===== src/rtl/depth_stream_packer_if.sv =====
`default_nettype none
// ============================================================================
// Module      : depth_stream_packer_if
// Description : Pixel beat input and packed-word valid/ready output bundle.
// Revision    : 1.0
// ============================================================================
interface depth_stream_packer_if #(
    parameter int LW = 5
);
    logic          VSYNC;
    logic          HSYNC;
    logic [7:0]    DATA_0;
    logic [7:0]    DATA_1;
    logic          m_valid;
    logic          m_ready;
    logic [31:0]   m_data;
    logic          m_last;
    logic          frame_done;
    logic          overflow;
    logic [LW-1:0] fifo_level;

    modport master (
        input  VSYNC, HSYNC, DATA_0, DATA_1, m_ready,
        output m_valid, m_data, m_last, frame_done, overflow, fifo_level
    );

    modport slave (
        output VSYNC, HSYNC, DATA_0, DATA_1, m_ready,
        input  m_valid, m_data, m_last, frame_done, overflow, fifo_level
    );
endinterface
`default_nettype wire


===== src/rtl/depth_stream_packer.sv =====
`default_nettype none
// ============================================================================
// Module      : depth_stream_packer
// Description : Packs 2-pixel beats into 32-bit words, buffers them in a
//               show-ahead FIFO and tags the last word of each frame.
// Revision    : 1.0
// ============================================================================
module depth_stream_packer #(
    parameter int WIDTH      = 320,
    parameter int HEIGHT     = 240,
    parameter int FIFO_DEPTH = 16,
    parameter int LW         = $clog2(FIFO_DEPTH) + 1
) (
    input  wire logic             HCLK,
    input  wire logic             HRESET,
    depth_stream_packer_if.master bus
);
    localparam int c_col_w = $clog2(WIDTH);
    localparam int c_row_w = (HEIGHT > 1) ? $clog2(HEIGHT) : 1;
    localparam int c_aw    = LW - 1;
    localparam logic [c_col_w-1:0] c_col_end = c_col_w'(WIDTH - 2);
    localparam logic [c_row_w-1:0] c_row_end = c_row_w'(HEIGHT - 1);

    logic [c_col_w-1:0] r_col;
    logic [c_row_w-1:0] r_row;
    logic               r_half;
    logic [15:0]        r_lo;
    logic               r_complete;

    logic [32:0]        r_mem [FIFO_DEPTH];
    logic [LW-1:0]      r_wr_ptr;
    logic [LW-1:0]      r_rd_ptr;
    logic               r_overflow;
    logic               r_frame_done;

    logic               w_beat;
    logic               w_row_end;
    logic               w_frame_end;
    logic               w_push;
    logic               w_pop;
    logic               w_wr_en;
    logic               w_empty;
    logic               w_full;
    logic [LW-1:0]      w_level;
    logic [32:0]        w_head;

    assign w_beat      = bus.HSYNC & ~bus.VSYNC & ~r_complete;
    assign w_row_end   = (r_col == c_col_end);
    assign w_frame_end = w_row_end && (r_row == c_row_end);
    // Rows hold a whole number of words, so a row/frame end is always a second half.
    assign w_push      = w_beat & r_half;

    always_ff @(posedge HCLK or posedge HRESET) begin
        if (HRESET) begin
            r_col      <= '0;
            r_row      <= '0;
            r_half     <= 1'b0;
            r_lo       <= '0;
            r_complete <= 1'b0;
        end else if (bus.VSYNC) begin
            r_col      <= '0;
            r_row      <= '0;
            r_half     <= 1'b0;
            r_complete <= 1'b0;
        end else if (w_beat) begin
            r_half <= ~r_half;
            if (!r_half) begin
                r_lo <= {bus.DATA_1, bus.DATA_0};
            end
            if (w_row_end) begin
                r_col <= '0;
                r_row <= r_row + c_row_w'(1);
                if (w_frame_end) begin
                    r_complete <= 1'b1;
                end
            end else begin
                r_col <= r_col + c_col_w'(2);
            end
        end
    end

    assign w_level = r_wr_ptr - r_rd_ptr;
    assign w_empty = (r_wr_ptr == r_rd_ptr);
    assign w_full  = (w_level == LW'(FIFO_DEPTH));
    assign w_pop   = ~w_empty & bus.m_ready;
    // A full FIFO still accepts a push when the head leaves in the same cycle.
    assign w_wr_en = w_push & (~w_full | w_pop);
    assign w_head  = r_mem[r_rd_ptr[c_aw-1:0]];

    always_ff @(posedge HCLK) begin
        if (w_wr_en) begin
            r_mem[r_wr_ptr[c_aw-1:0]] <= {w_frame_end, bus.DATA_1, bus.DATA_0, r_lo};
        end
    end

    always_ff @(posedge HCLK or posedge HRESET) begin
        if (HRESET) begin
            r_wr_ptr     <= '0;
            r_rd_ptr     <= '0;
            r_overflow   <= 1'b0;
            r_frame_done <= 1'b0;
        end else begin
            if (w_wr_en) begin
                r_wr_ptr <= r_wr_ptr + LW'(1);
            end
            if (w_pop) begin
                r_rd_ptr <= r_rd_ptr + LW'(1);
            end
            if (w_push && w_full && !w_pop) begin
                r_overflow <= 1'b1;
            end
            r_frame_done <= w_pop & w_head[32];
        end
    end

    assign bus.m_valid    = ~w_empty;
    assign bus.m_data     = w_empty ? 32'd0 : w_head[31:0];
    assign bus.m_last     = ~w_empty & w_head[32];
    assign bus.frame_done = r_frame_done;
    assign bus.overflow   = r_overflow;
    assign bus.fifo_level = w_level;
endmodule
`default_nettype wire


===== src/flat_wrapper.sv =====
// flat-port wrapper written by rule: the top's interface ports become plain ports
module depth_stream_packer_flat 
#(
    parameter int WIDTH      = 320,
    parameter int HEIGHT     = 240,
    parameter int FIFO_DEPTH = 16,
    parameter int LW         = $clog2(FIFO_DEPTH) + 1
)
  (HCLK, HRESET, bus_VSYNC, bus_HSYNC, bus_DATA_0, bus_DATA_1, bus_m_ready, bus_m_valid, bus_m_data, bus_m_last, bus_frame_done, bus_overflow, bus_fifo_level);
  depth_stream_packer_if #(.LW(LW)) bus_i ();
  input  wire logic HCLK;
  input  wire logic HRESET;
  input wire logic [$bits(bus_i.VSYNC)-1:0] bus_VSYNC;
  input wire logic [$bits(bus_i.HSYNC)-1:0] bus_HSYNC;
  input wire logic [$bits(bus_i.DATA_0)-1:0] bus_DATA_0;
  input wire logic [$bits(bus_i.DATA_1)-1:0] bus_DATA_1;
  input wire logic [$bits(bus_i.m_ready)-1:0] bus_m_ready;
  output wire logic [$bits(bus_i.m_valid)-1:0] bus_m_valid;
  output wire logic [$bits(bus_i.m_data)-1:0] bus_m_data;
  output wire logic [$bits(bus_i.m_last)-1:0] bus_m_last;
  output wire logic [$bits(bus_i.frame_done)-1:0] bus_frame_done;
  output wire logic [$bits(bus_i.overflow)-1:0] bus_overflow;
  output wire logic [$bits(bus_i.fifo_level)-1:0] bus_fifo_level;
  assign bus_i.VSYNC = bus_VSYNC;
  assign bus_i.HSYNC = bus_HSYNC;
  assign bus_i.DATA_0 = bus_DATA_0;
  assign bus_i.DATA_1 = bus_DATA_1;
  assign bus_i.m_ready = bus_m_ready;
  assign bus_m_valid = bus_i.m_valid;
  assign bus_m_data = bus_i.m_data;
  assign bus_m_last = bus_i.m_last;
  assign bus_frame_done = bus_i.frame_done;
  assign bus_overflow = bus_i.overflow;
  assign bus_fifo_level = bus_i.fifo_level;
  depth_stream_packer #(.WIDTH(WIDTH), .HEIGHT(HEIGHT), .FIFO_DEPTH(FIFO_DEPTH), .LW(LW)) u_core (.HCLK(HCLK), .HRESET(HRESET), .bus(bus_i));
endmodule

===== config.mk =====
export PLATFORM = sky130hd
export DESIGN_NAME = depth_stream_packer_flat
export DESIGN_NICKNAME = d
export VERILOG_FILES = /design/src/rtl/depth_stream_packer_if.sv /design/src/rtl/depth_stream_packer.sv /design/src/flat_wrapper.sv
export SDC_FILE = /design/constraint.sdc
export NUM_CORES = 1
export LEC_CHECK = 0
export BUFFER_PORTS_ARGS = -buffer_cell sky130_fd_sc_hd__buf_2
export CAP_MARGIN = 30
export CORE_ASPECT_RATIO = 0.6
export CORE_MARGIN = 2
export CORE_UTILIZATION = 50
export DETAILED_ROUTE_END_ITERATION = 6
export PLACE_DENSITY = 0.69
export SYNTH_ARGS = -nofsm -noshare
export SYNTH_HDL_FRONTEND = slang
export SYNTH_SLANG_ARGS = --single-unit

===== constraint.sdc =====
create_clock -name HCLK -period 7.25 [get_ports HCLK]
set_clock_uncertainty 0.2 [all_clocks]
set_input_delay 0 -clock HCLK [delete_from_list [all_inputs] [get_ports HCLK]]
set_output_delay 0 -clock HCLK [all_outputs]
set_load 0.1 [all_outputs]

# Yosys cells after proc, flatten, opt, wreduce, memory -nomap -nowiden
# Memory sizes are Yosys's and may differ from the RTL's.
# Cells that the tools add are included.
op_classes:
  reduce_logical: 10
  n_eq_ne: 4
  n_mux: 15
  add_sub_neg: 5
  n_bitwise: 13
ops:
  columns: ["op", "n"]
  rows:
  - ["$mux W32", 1]
  - ["$mux W9", 3]
  - ["$mux W8", 3]
  - ["$add A5 B1 Y5 const B", 2]
  - ["$add A9 B2 Y9 const B", 1]
  - ["$eq A9 B9 Y1 const B", 1]
  - ["$add A8 B1 Y8 const B", 1]
  - ["$eq A8 B8 Y1 const B", 1]
  - ["$mux W1", 8]
  - ["$and A1 B1 Y1", 7]
  - ["$reduce_and A3 Y1", 2]
  - ["$reduce_bool A2 Y1", 3]
  - ["$eq A5 B5 Y1", 1]
  - ["$eq A5 B5 Y1 const B", 1]
  - ["$not A1 Y1", 5]
  - ["$sub A5 B5 Y5", 1]
  - ["$logic_and A1 B1 Y1", 3]
  - ["$reduce_and A2 Y1", 1]
  - ["$logic_not A1 Y1", 1]
  - ["$or A1 B1 Y1", 1]
totals:
  output_inout_bits: 41
  ram_bits: 528
  mem_count: 1
  regBits: 47
  in_bits: 21
  elab_cells: 57
memory_table:
  columns: ["memory", "words", "width", "read_ports", "rd_clocked_by_memory_dff", "write_ports", "line", "source"]
  rows:
  - ["u_core.r_mem", 16, 33, 1, 0, 1, "depth_stream_packer.sv:30", "logic [32:0] r_mem [FIFO_DEPTH];"]

# Logic depth before layout (Yosys ltp)
# Gate-level depths: netlist of the first run.
logic_depth:
  depth_word: 7
  ltp_mapped: 11
  mapped_depth_nobuf: 9

# Least setup slack after synthesis of the first run
# OpenSTA, ideal clock, no wires.
synth_timing:
  kind: "register -> register"
  startpoint: "reg u_core.r_rd_ptr[2]"
  endpoint: "mem u_core.r_mem[15][0] (enable)"
  arrival_ns: 5.078
  setup_slack_ns: 1.549
  stages_incl_launch_ff: 10
  synth_period_minus_slack_ns: 5.701
  path_buffers: 3
  required_ns: 6.627
  setup_time_ns: 0.423
  path_cell_list: "dfrtp_1 -> clkbuf_1 -> buf_2 -> inv_2 -> buf_1 -> ha_1 -> xor2_1 -> a2111oi_4 -> and2_1 -> nor2_1"
synth_between:
  elab_chain_len: 7
  word_cells_on_any_way: 10
  classes_between: "1 x add/sub; 2 x eq/ne; 2 x mux; 5 x bitwise"
synth_lines:
  columns: ["item", "line", "source"]
  rows:
  - ["from (decl)", "depth_stream_packer.sv:32", "logic [LW-1:0] r_rd_ptr;"]
  - ["from (signal assigned)", "depth_stream_packer.sv:107", "r_rd_ptr <= r_rd_ptr + LW'(1);"]
  - ["$sub A5 B5 Y5", "depth_stream_packer.sv:82", "assign w_level = r_wr_ptr - r_rd_ptr;"]
  - ["named net bus_fifo_level[2]", "flat_wrapper.sv:23", "output wire logic [$bits(bus_i.fifo_level)-1:0] bus_fifo_level;"]
  - ["$eq A5 B5 Y1", "depth_stream_packer.sv:84", "assign w_full = (w_level == LW'(FIFO_DEPTH));"]
  - ["$not A1 Y1", "depth_stream_packer.sv:87", "assign w_wr_en = w_push & (~w_full | w_pop);"]
  - ["$or A1 B1 Y1", "depth_stream_packer.sv:87", null]
  - ["$and A1 B1 Y1", "depth_stream_packer.sv:87", null]
  - ["$mux W1", "depth_stream_packer.sv:91", "if (w_wr_en) begin"]
  - ["$mux W1 (implied by the code)", "depth_stream_packer.sv:92", "r_mem[r_wr_ptr[c_aw-1:0]] <= {w_frame_end, bus.DATA_1, bus.DATA_0, r_lo};"]
  - ["to (decl)", "depth_stream_packer.sv:30", null]
# The timed path passes the listed nets, and every way through them passes these cells.

# Worst setup path in the final report of the first run
layout_timing:
  startpoint: "reg u_core.r_rd_ptr[1]"
  endpoint: "mem u_core.r_mem[12][11] (enable)"
layout_between:
  elab_chain_len: 7
  word_cells_on_any_way: 10
  classes_between: "1 x add/sub; 2 x eq/ne; 2 x mux; 5 x bitwise"
layout_lines:
  columns: ["item", "line"]
  rows:
  - ["$sub A5 B5 Y5 / $eq A5 B5 Y1 (equally long branches)", "depth_stream_packer.sv:82, depth_stream_packer.sv:83"]
  - ["$eq A5 B5 Y1 / $not A1 Y1 (equally long branches)", "depth_stream_packer.sv:84, depth_stream_packer.sv:85"]
  - ["$not A1 Y1 / $and A1 B1 Y1 (equally long branches)", "depth_stream_packer.sv:87, depth_stream_packer.sv:85"]
  - ["$or A1 B1 Y1 (*)", "depth_stream_packer.sv:87"]
  - ["$and A1 B1 Y1 (*)", "depth_stream_packer.sv:87"]
  - ["$mux W1 (*)", "depth_stream_packer.sv:91"]
  - ["$mux W1 (implied by the code) (*)", "depth_stream_packer.sv:92"]
# Mark *: on every way between the ends. The rest lies on a longest branch, timed or not.

==> key figures, run 1 <==
Synthesis
  – Proportion of synthesized area in mux cells: 0.155
  – Post-synthesis sequential element count: 574
  – Number of flops mapped to enable cells by yosys: about 530
  – XOR/XNOR share of the synthesized area: 0.0100
  – Synth Area in Compound Gates: 0.0168
  – Share of flip-flops with an asynchronous set or reset after synthesis: 0.0801
  – Seq/Total Area, Yosys: 0.755
  – Net count of the mapped netlist: 1132
  – Number of cells produced by synthesis: ~1100
  – Fraction of post-synthesis cell area in the top cell type by area: 0.704
  – Combinational family with the most area after synthesis: multiplexers
  – Main synth FF type: sky130_fd_sc_hd__edfxtp_1
  – Avg Inst Size Synth: 20.5 um2
  – Cell area after synthesis: 22500 um2
  – Post-synthesis cell type count: 43
  – Largest area contributor in the netlist: sky130_fd_sc_hd__edfxtp_1
  – Adder and majority gate portion of the synthesized area: 0.00700
  – Synth area leaders: sky130_fd_sc_hd__edfxtp_1, sky130_fd_sc_hd__mux4_2, sky130_fd_sc_hd__dfrtp_1
  – Simple logic cell fraction of the synthesized area: 0.0424
  – Count of yosys warnings during synthesis: 0

Worst setup path
  – Crit path from: u_core.r_rd_ptr[1]$_DFFE_PP0P_
  – Cell with the largest stage delay on the worst path: sky130_fd_sc_hd__dfrtp_4
  – Category of the most critical setup path: register to register
  – Nature of the critical path startpoint: register
  – Crit-path max cell delay: 0.91 ns
  – Chain of cells forming the critical path: clkinv_1, fa_1, a21o_1, a21oi_1, xnor2_2, a21boi_2, and3_2, buf_4
  – Data arrival time of the critical path: 4.68 ns
  – Kind of capture point of the worst setup path: register
  – FF-to-FF Start: u_core.r_rd_ptr[1]$_DFFE_PP0P_
  – Worst path required time: 7.28 ns
  – Top fanout value on the critical path: 53

Placement
  – Detail Placement HPWL: 27200 um
  – Count of buffers from port buffering: 61
  – Routability Congestion: 0.756

Power
  – Final total power: 0.0110 W
  – Leakage power: 8.51 nW
  – Largest voltage drop on the vdd net: 464 uV
  – Power density over the cells: 434 nW/um2

STA
  – Max-slew violation count: 0
  – WHS: 0.0988 ns
  – Fmax achieved: 215 MHz
  – Setup repair after global routing missed its margin: false
  – Hold Violations, Final: 0
  – Worst rel slew slack: 0.348
  – Transition time of the tightest slew-check pin: a little under 1 ns
  – Period utilisation layout: 0.642
  – Summed negative setup slack over all endpoints: 0 ns
  – Final worst path period need: 4.66 ns
  – Number of setup violations in the final report: 0

GRT
  – Initial antenna violation count: 1
  – Number of global-route vias before repair: 10900
  – Pin count of the biggest net entering global routing: 101
  – Total congestion overflow: 0
  – First-pass GRT wire length: 71200 um
  – Total Routing Usage GR: 0.207

Routing
  – Aggregate routed wire length: 48100 um
  – Residual DRC: 0
  – Mean routed wirelength per cell: 26.4 um
  – First-pass DRT Iterations: 5
  – Detailed-route vias per instance: 5.97
  – Number of nets still failing antenna checks after routing: 0
  – Initial drt markers: 1232
  – DR vias: between 10000 and 15000

Floorplan
  – Initial cell density of the core: 0.505
  – Area of the die: 46800 um2
  – Y dimension of the die: 168 um
  – I/O pin count: 62
  – Die boundary width: 278 um
  – Core Region: between 40000 and 50000 um2
  – Row count: 60

CTS
  – Root buf cell: sky130_fd_sc_hd__clkbuf_16
  – Clock H-tree levels: 2
  – TritonCTS clock tree: yes
  – Number of buffers created by CTS: 49
  – Clock buffer depth: 3
  – Clock insertion delay at the later pin of the skew report: 0.57 ns
  – Cts hold-fix bufs: 22
  – Clk pin slew, worst setup/hold paths: 0.07 ns
  – Post-CTS Resized: 0
  – Postcts setup bufs: 0
  – Sinks on Clock Net: 574

Finish
  – Nets: 1228
  – Area taken by flip-flops and latches: 17000 um2
  – Area growth from synthesis to layout: 12.8%
  – Multi-input gate area in the final layout: 5250 um2
  – Fillers: approximately 3300
  – Fraction of final layout cells sized beyond drive strength 1: 0.269
  – Antenna fix cells: 0

Min path
  – Source of the worst hold timing path: bus_m_ready
  – Worst hold path class: input pin to register

Run
  – Max capacitance violation total: 0

Run status
  – Outcome: complete, no violations
## routing by layer
| layer | wire length [um] | GRT usage | up-vias |
|---|---|---|---|
| li1 | - | - | 4658 |
| met2 | 21400 | 0.308 | 383 |
| met4 | 728 | 0.0390 | 2 |
| met3 | 3440 | 0.0373 | 63 |
| met5 | 12 | 0 | - |
| met1 | 22500 | 0.326 | 5773 |
## through the flow
step           instances  utilization  setup slack [ns]  area, um2
5_1_grt             1822        0.569              2.30      25400
3_3_place_gp        1702        0.526              2.71      23400
6_report            1822        0.569              2.59      25400
4_1_cts             1820        0.569              2.59      25400
2_1_floorplan       1099            -              1.55      22500
3_5_place_dp        1709        0.529              2.61      23600
## worst max-delay path, delay by kind of cell (launching register included)
| family | cells | cell delay (ns) |
|---|---|---|
| buf+inv | 2 | 0.79 |
| flops | 1 | 0.91 |
| compound gates | 3 | 1.03 |
| xor+xnor | 1 | 0.16 |
| fa+ha+maj | 1 | 0.51 |
| simple gates | 1 | 0.69 |
## power breakdown
part,internal (W),switching (W)
logic,0.00123,0.00309
registers,0.00378,0.000351
clock network,0.00142,0.00116
## cells by family (layout without fill, tap and decap cells)
family,after synthesis,after routing
AO/OA/AOI/OAI,51,51
AND/OR/NAND/NOR,189,189
multiplexers,182,182
buffers and inverters,67,201
flip-flops,574,574
XOR/XNOR,24,24
adder cells (fa/ha/maj),12,12
## sequential cells by signal (all words and copies together), names as in the netlist
| register | flops |
|---|---|
| u_core.r_mem | 528 |
| u_core.r_lo | 16 |
| u_core.r_half | 1 |
| u_core.r_row | 8 |
| u_core.r_complete | 1 |
| u_core.r_col | 8 |
| u_core.r_rd_ptr | 5 |
| u_core.bus.frame_done | 1 |
| u_core.bus.overflow | 1 |
| u_core.r_wr_ptr | 5 |
## Yosys cell counts, types with 3 or more instances
cell type	count
sky130_fd_sc_hd__and3_1	49
sky130_fd_sc_hd__buf_2	12
sky130_fd_sc_hd__inv_1	8
sky130_fd_sc_hd__nor3b_1	4
sky130_fd_sc_hd__ha_1	11
sky130_fd_sc_hd__o21ai_0	3
sky130_fd_sc_hd__a211oi_1	32
sky130_fd_sc_hd__and4_1	4
sky130_fd_sc_hd__and2_1	5
sky130_fd_sc_hd__nor2b_1	6
sky130_fd_sc_hd__edfxtp_1	528
sky130_fd_sc_hd__nor2_1	20
sky130_fd_sc_hd__a21o_1	3
sky130_fd_sc_hd__mux4_2	132
sky130_fd_sc_hd__mux2_2	16
sky130_fd_sc_hd__nor3_1	5
sky130_fd_sc_hd__nand2_1	75
sky130_fd_sc_hd__buf_1	6
sky130_fd_sc_hd__clkbuf_1	33
sky130_fd_sc_hd__xnor2_1	10
sky130_fd_sc_hd__xor2_1	12
sky130_fd_sc_hd__dfrtp_1	46
sky130_fd_sc_hd__nand3_1	8
sky130_fd_sc_hd__nand4_1	7
sky130_fd_sc_hd__mux2i_1	33
sky130_fd_sc_hd__a21oi_1	7
sky130_fd_sc_hd__buf_4	5
## final timing paths
kind                                                        end  slack [ns]  cells after the start
worst max-delay path             u_core.r_mem[12][11]$_DFFE_PP_        2.59                      8
worst min-delay path            u_core.bus.frame_done$_DFF_PP0_         0.1                      4
worst max register to register   u_core.r_mem[12][11]$_DFFE_PP_        2.59                      8
worst min register to register  u_core.bus.overflow$_DFFE_PP0P_        0.27                      1
max in group asynchronous            u_core.r_lo[4]$_DFFE_PP0P_        6.04                      5
min in group asynchronous           u_core.r_col[5]$_DFFE_PP0P_        0.31                      4
## final cells by class
class,instances,share of cell area
Clock inverter,19,0.00636
Sequential cell,574,0.670
Multi-Input combinational cell,458,0.207
Clock buffer,70,0.0550
Tap cell,589,0.0290
Timing Repair Buffer,102,0.0312
Inverter,10,0.00148
## placed cells by master (no fill, tap or decap), types with 8 or more instances in the layout
cell / instances
sky130_fd_sc_hd__and3_1: 34
sky130_fd_sc_hd__dlygate4sd3_1: 22
sky130_fd_sc_hd__clkinv_2: 10
sky130_fd_sc_hd__mux4_2: 132
sky130_fd_sc_hd__edfxtp_1: 528
sky130_fd_sc_hd__clkbuf_1: 13
sky130_fd_sc_hd__mux2_2: 16
sky130_fd_sc_hd__dfrtp_1: 42
sky130_fd_sc_hd__and3_2: 15
sky130_fd_sc_hd__buf_2: 61
sky130_fd_sc_hd__xnor2_1: 10
sky130_fd_sc_hd__nand2_1: 75
sky130_fd_sc_hd__mux2i_1: 33
sky130_fd_sc_hd__ha_1: 11
sky130_fd_sc_hd__a211oi_1: 32
sky130_fd_sc_hd__xor2_1: 12
sky130_fd_sc_hd__buf_12: 10
sky130_fd_sc_hd__nand3_1: 8
sky130_fd_sc_hd__buf_4: 9
sky130_fd_sc_hd__nor2_1: 19
sky130_fd_sc_hd__clkbuf_16: 50
(Power assumes the default switching activity.)
==> run 2, diff against run 1 <==
==> constraint.sdc (replaced) <==
create_clock -name HCLK -period 4.88 [get_ports HCLK]
set_clock_uncertainty 0.2 [all_clocks]
set_input_delay 0 -clock HCLK [delete_from_list [all_inputs] [get_ports HCLK]]
set_output_delay 0 -clock HCLK [all_outputs]
set_load 0.1 [all_outputs]
==> key figures, run 2 (same netlist as run 1, synthesis figures left out) <==
Worst setup path
  – Cell family with most CP delay: buffers and inverters (was compound AO/OA/AOI/OAI gates)
  – Data arrival time of the critical path: 3.86 ns (was 4.68 ns)
  – Kind of capture point of the worst setup path: primary output (was register)
  – FF-to-FF path depth: 10 (was 8)
  – Nature of the critical path startpoint: register (unchanged)
  – End of the worst register-to-register path: u_core.r_mem[2][25]$_DFFE_PP_ (was u_core.r_mem[12][11]$_DFFE_PP_)
  – Chain of cells forming the critical path: buf_12, buf_4, mux4_2, nand2_1, and3_1, a211oi_1, buf_12 (was clkinv_1, fa_1, a21o_1, a21oi_1, xnor2_2, a21boi_2, and3_2, buf_4)
  – Setup slack of the most critical reg-to-reg path: 1.03 ns (was 2.59 ns)
  – Bufs and invs on worst path: 3 (was 2)
  – Cell with the most instances on the worst path: sky130_fd_sc_hd__buf_12
  – Cell with the largest stage delay on the worst path: sky130_fd_sc_hd__buf_4 (was sky130_fd_sc_hd__dfrtp_4)
  – Worst path required time: 4.68 ns (was 7.28 ns)
  – Top fanout value on the critical path: 99 (was 53)
  – Crit-path max cell delay: 0.72 ns (was 0.91 ns)
  – Category of the most critical setup path: register to primary output (was register to register)
  – FF-to-FF Start: u_core.r_wr_ptr[0]$_DFFE_PP0P_ (was u_core.r_rd_ptr[1]$_DFFE_PP0P_)

GRT
  – Number of global-route vias before repair: 11100 (was 10900)
  – Total congestion overflow: 0 (unchanged)
  – Total Routing Usage GR: 0.228 (was 0.207)
  – First-pass GRT wire length: 77100 um (was 71200 um)
  – Pin count of the biggest net entering global routing: 100 (was 101)
  – Initial antenna violation count: 0 (was 1)

STA
  – WHS: 0.0266 ns (was 0.0988 ns)
  – Number of setup violations in the final report: 0 (unchanged)
  – Worst rel slew slack: 0.395 (was 0.348)
  – Setup repair after global routing missed its margin: false (unchanged)
  – Fmax achieved: 246 MHz
  – Period utilisation layout: 0.832
  – Hold Violations, Final: 0 (unchanged)
  – Max-slew violation count: 0 (unchanged)
  – Final worst path period need: 4.06 ns
  – Final worst-path setup slack: 0.819 ns (was 2.59 ns)
  – Summed negative setup slack over all endpoints: 0 ns (unchanged)
  – Transition time of the tightest slew-check pin: 0.907 ns (was 0.978 ns)

Power
  – Power density over the cells: 684 nW/um2 (was 434 nW/um2)
  – Cell internal power dissipation: 0.0106 W (was 0.00642 W)
  – Largest voltage drop on the vdd net: 752 uV (was 464 uV)
  – Fraction of power spent switching nets: 0.406 (was 0.418)
  – Leakage power: 8.76 nW (was 8.51 nW)
  – Sequential cell fraction of total power: 0.332 (was 0.375)
  – Combinational share of power: 0.447 (was 0.392)
  – Final total power: 0.0178 W (was 0.0110 W)
  – Switching Power: 0.00723 W (was 0.00461 W)
  – Relative contribution of the clock network to total power: 0.221 (was 0.234)

Floorplan
  – Core Region: 44600 um2 (unchanged)
  – Row count: 60 (unchanged)
  – Y dimension of the die: 168 um (unchanged)
  – Initial cell density of the core: 0.505 (unchanged)
  – I/O pin count: 62 (unchanged)
  – Die boundary width: 278 um (unchanged)
  – Area of the die: 46800 um2 (unchanged)

Finish
  – Fillers: 3231 (was 3307)
  – Multi-input gate area in the final layout: 5260 um2 (was 5250 um2)
  – Area taken by flip-flops and latches: 17000 um2 (unchanged)
  – Highest-count cells in the layout ignoring fill and taps: sky130_fd_sc_hd__edfxtp_1, sky130_fd_sc_hd__mux4_2, sky130_fd_sc_hd__nand2_1, sky130_fd_sc_hd__clkbuf_16 (was sky130_fd_sc_hd__edfxtp_1, sky130_fd_sc_hd__mux4_2, sky130_fd_sc_hd__nand2_1, sky130_fd_sc_hd__buf_2, sky130_fd_sc_hd__clkbuf_16)
  – Nets: 1239 (was 1228)
  – Fraction of final layout cells sized beyond drive strength 1: 0.275 (was 0.269)
  – Max reg flops: 528 (unchanged)
  – Commonest non-fill, non-tap cell in the layout: sky130_fd_sc_hd__edfxtp_1 (unchanged)
  – Area growth from synthesis to layout: 15.5% (was 12.8%)
  – Non-filler cells, final: 1836 (was 1822)
  – Antenna fix cells: 0 (unchanged)

Placement
  – Routability Congestion: 0.800 (was 0.756)
  – Pre-CTS setup slack: 1.07 ns (was 2.61 ns)
  – Dpl cells: 1721 (was 1709)
  – Detail Placement HPWL: 30500 um (was 27200 um)
  – Count of buffers from port buffering: 61 (unchanged)

Routing
  – Mean routed wirelength per cell: 28.3 um (was 26.4 um)
  – First-pass DRT Iterations: 5 (unchanged)
  – Number of nets still failing antenna checks after routing: 0 (unchanged)
  – Detailed-route vias per instance: 6.07 (was 5.97)
  – Initial drt markers: 1286 (was 1232)
  – DR vias: 11200 (was 10900)
  – Aggregate routed wire length: 52000 um (was 48100 um)
  – Residual DRC: 0 (unchanged)

CTS
  – Root buf cell: sky130_fd_sc_hd__clkbuf_16 (unchanged)
  – Clk pin slew, worst setup/hold paths: 0.07 ns (about the same)
  – Postcts setup bufs: 0 (unchanged)
  – Clock insertion delay at the later pin of the skew report: 0.58 ns (was 0.57 ns)
  – TritonCTS clock tree: yes (unchanged)
  – Clock buffer depth: 3 (unchanged)
  – Sinks on Clock Net: 574 (unchanged)
  – Number of buffers created by CTS: 50 (was 49)
  – Clock H-tree levels: 2 (unchanged)

Min path
  – Source of the worst hold timing path: bus_m_ready (unchanged)
  – Number of stages on the worst hold path: 4 (unchanged)
  – End point of the worst hold path: u_core.bus.frame_done$_DFF_PP0_ (unchanged)
  – Worst hold path class: input pin to register (unchanged)

Run status
  – Outcome: complete, no violations (unchanged)

Run
  – Max capacitance violation total: 0 (unchanged)
==> run 2: changes by cell type in the layout (fill, tap and decap cells not counted), sizes merged <==
cell	change
inv	+2
clkinv	+7
clkinvlp	-1
buf	+10
clkbuf	-6
bufinv	+2
==> run 2: worst max-delay path by stage <==
stage                                         from                             to  cells after the start
floorplan           u_core.r_rd_ptr[2]$_DFFE_PP0P_                 bus_m_data[24]                     10
global placement    u_core.r_wr_ptr[0]$_DFFE_PP0P_  u_core.r_mem[12][6]$_DFFE_PP_                      9
detailed placement  u_core.r_wr_ptr[0]$_DFFE_PP0P_  u_core.r_mem[2][24]$_DFFE_PP_                     10
CTS                 u_core.r_rd_ptr[0]$_DFFE_PP0P_                 bus_m_data[20]                      7
global route        u_core.r_rd_ptr[0]$_DFFE_PP0P_                 bus_m_data[20]                      7
finish              u_core.r_rd_ptr[0]$_DFFE_PP0P_                 bus_m_data[20]                      7
==> run 2: what timing repair did <==
action	4_1_cts	5_1_grt
gates resized for setup	0	0
endpoints found under the setup margin	0	0
hold buffers	22	0
hold endpoints to repair	346	0
==> run 2: tightest hold or removal path, stage by stage <==
cell                            delay (ns)
sky130_fd_sc_hd__dlygate4sd3_1        0.52
sky130_fd_sc_hd__buf_2                0.12
sky130_fd_sc_hd__inv_1                0.07
sky130_fd_sc_hd__nor3_1               0.06
==> run 2: layout make-up <==
class | instances | share of cell area
clock inverter | 29 | 0.00948
inverter | 10 | 0.00144
clock buffer | 64 | 0.0521
timing repair buffer | 112 | 0.0519
sequential | 574 | 0.655
tap | 589 | 0.0283
multi-input combinational | 458 | 0.202
==> run 2: per-layer routing <==
| metal | vias up | part of all wire | wire length [um] | global-route usage |
|---|---|---|---|---|
| met3 | 62 | 0.099 | 5150 | 0.0606 |
| met1 | 5841 | 0.45 | 23500 | 0.360 |
| met4 | 0 | 0.015 | 784 | 0.0435 |
| met5 | - | 0 | 0 | 0 |
| met2 | 560 | 0.43 | 22600 | 0.321 |
| li1 | 4688 | - | - | - |
==> run 2: per-stage QoR <==
stage               area [um2]  utilization
floorplan                22500            -
global placement         24100        0.541
detailed placement       24200        0.542
CTS                      26000        0.583
global route             26000        0.583
finish                   26000        0.583
==> run 2: power by group through the flow <==
stage / logic, W / clock network (W) / registers (W)
global route: 0.00828 / 0.00417 / 0.00593
global placement: 0.00797 / 0 / 0.00600
finish: 0.00795 / 0.00393 / 0.00591
CTS: 0.00804 / 0.00398 / 0.00591
floorplan: 0.00549 / 0 / 0.00588
detailed placement: 0.00800 / 0 / 0.00601
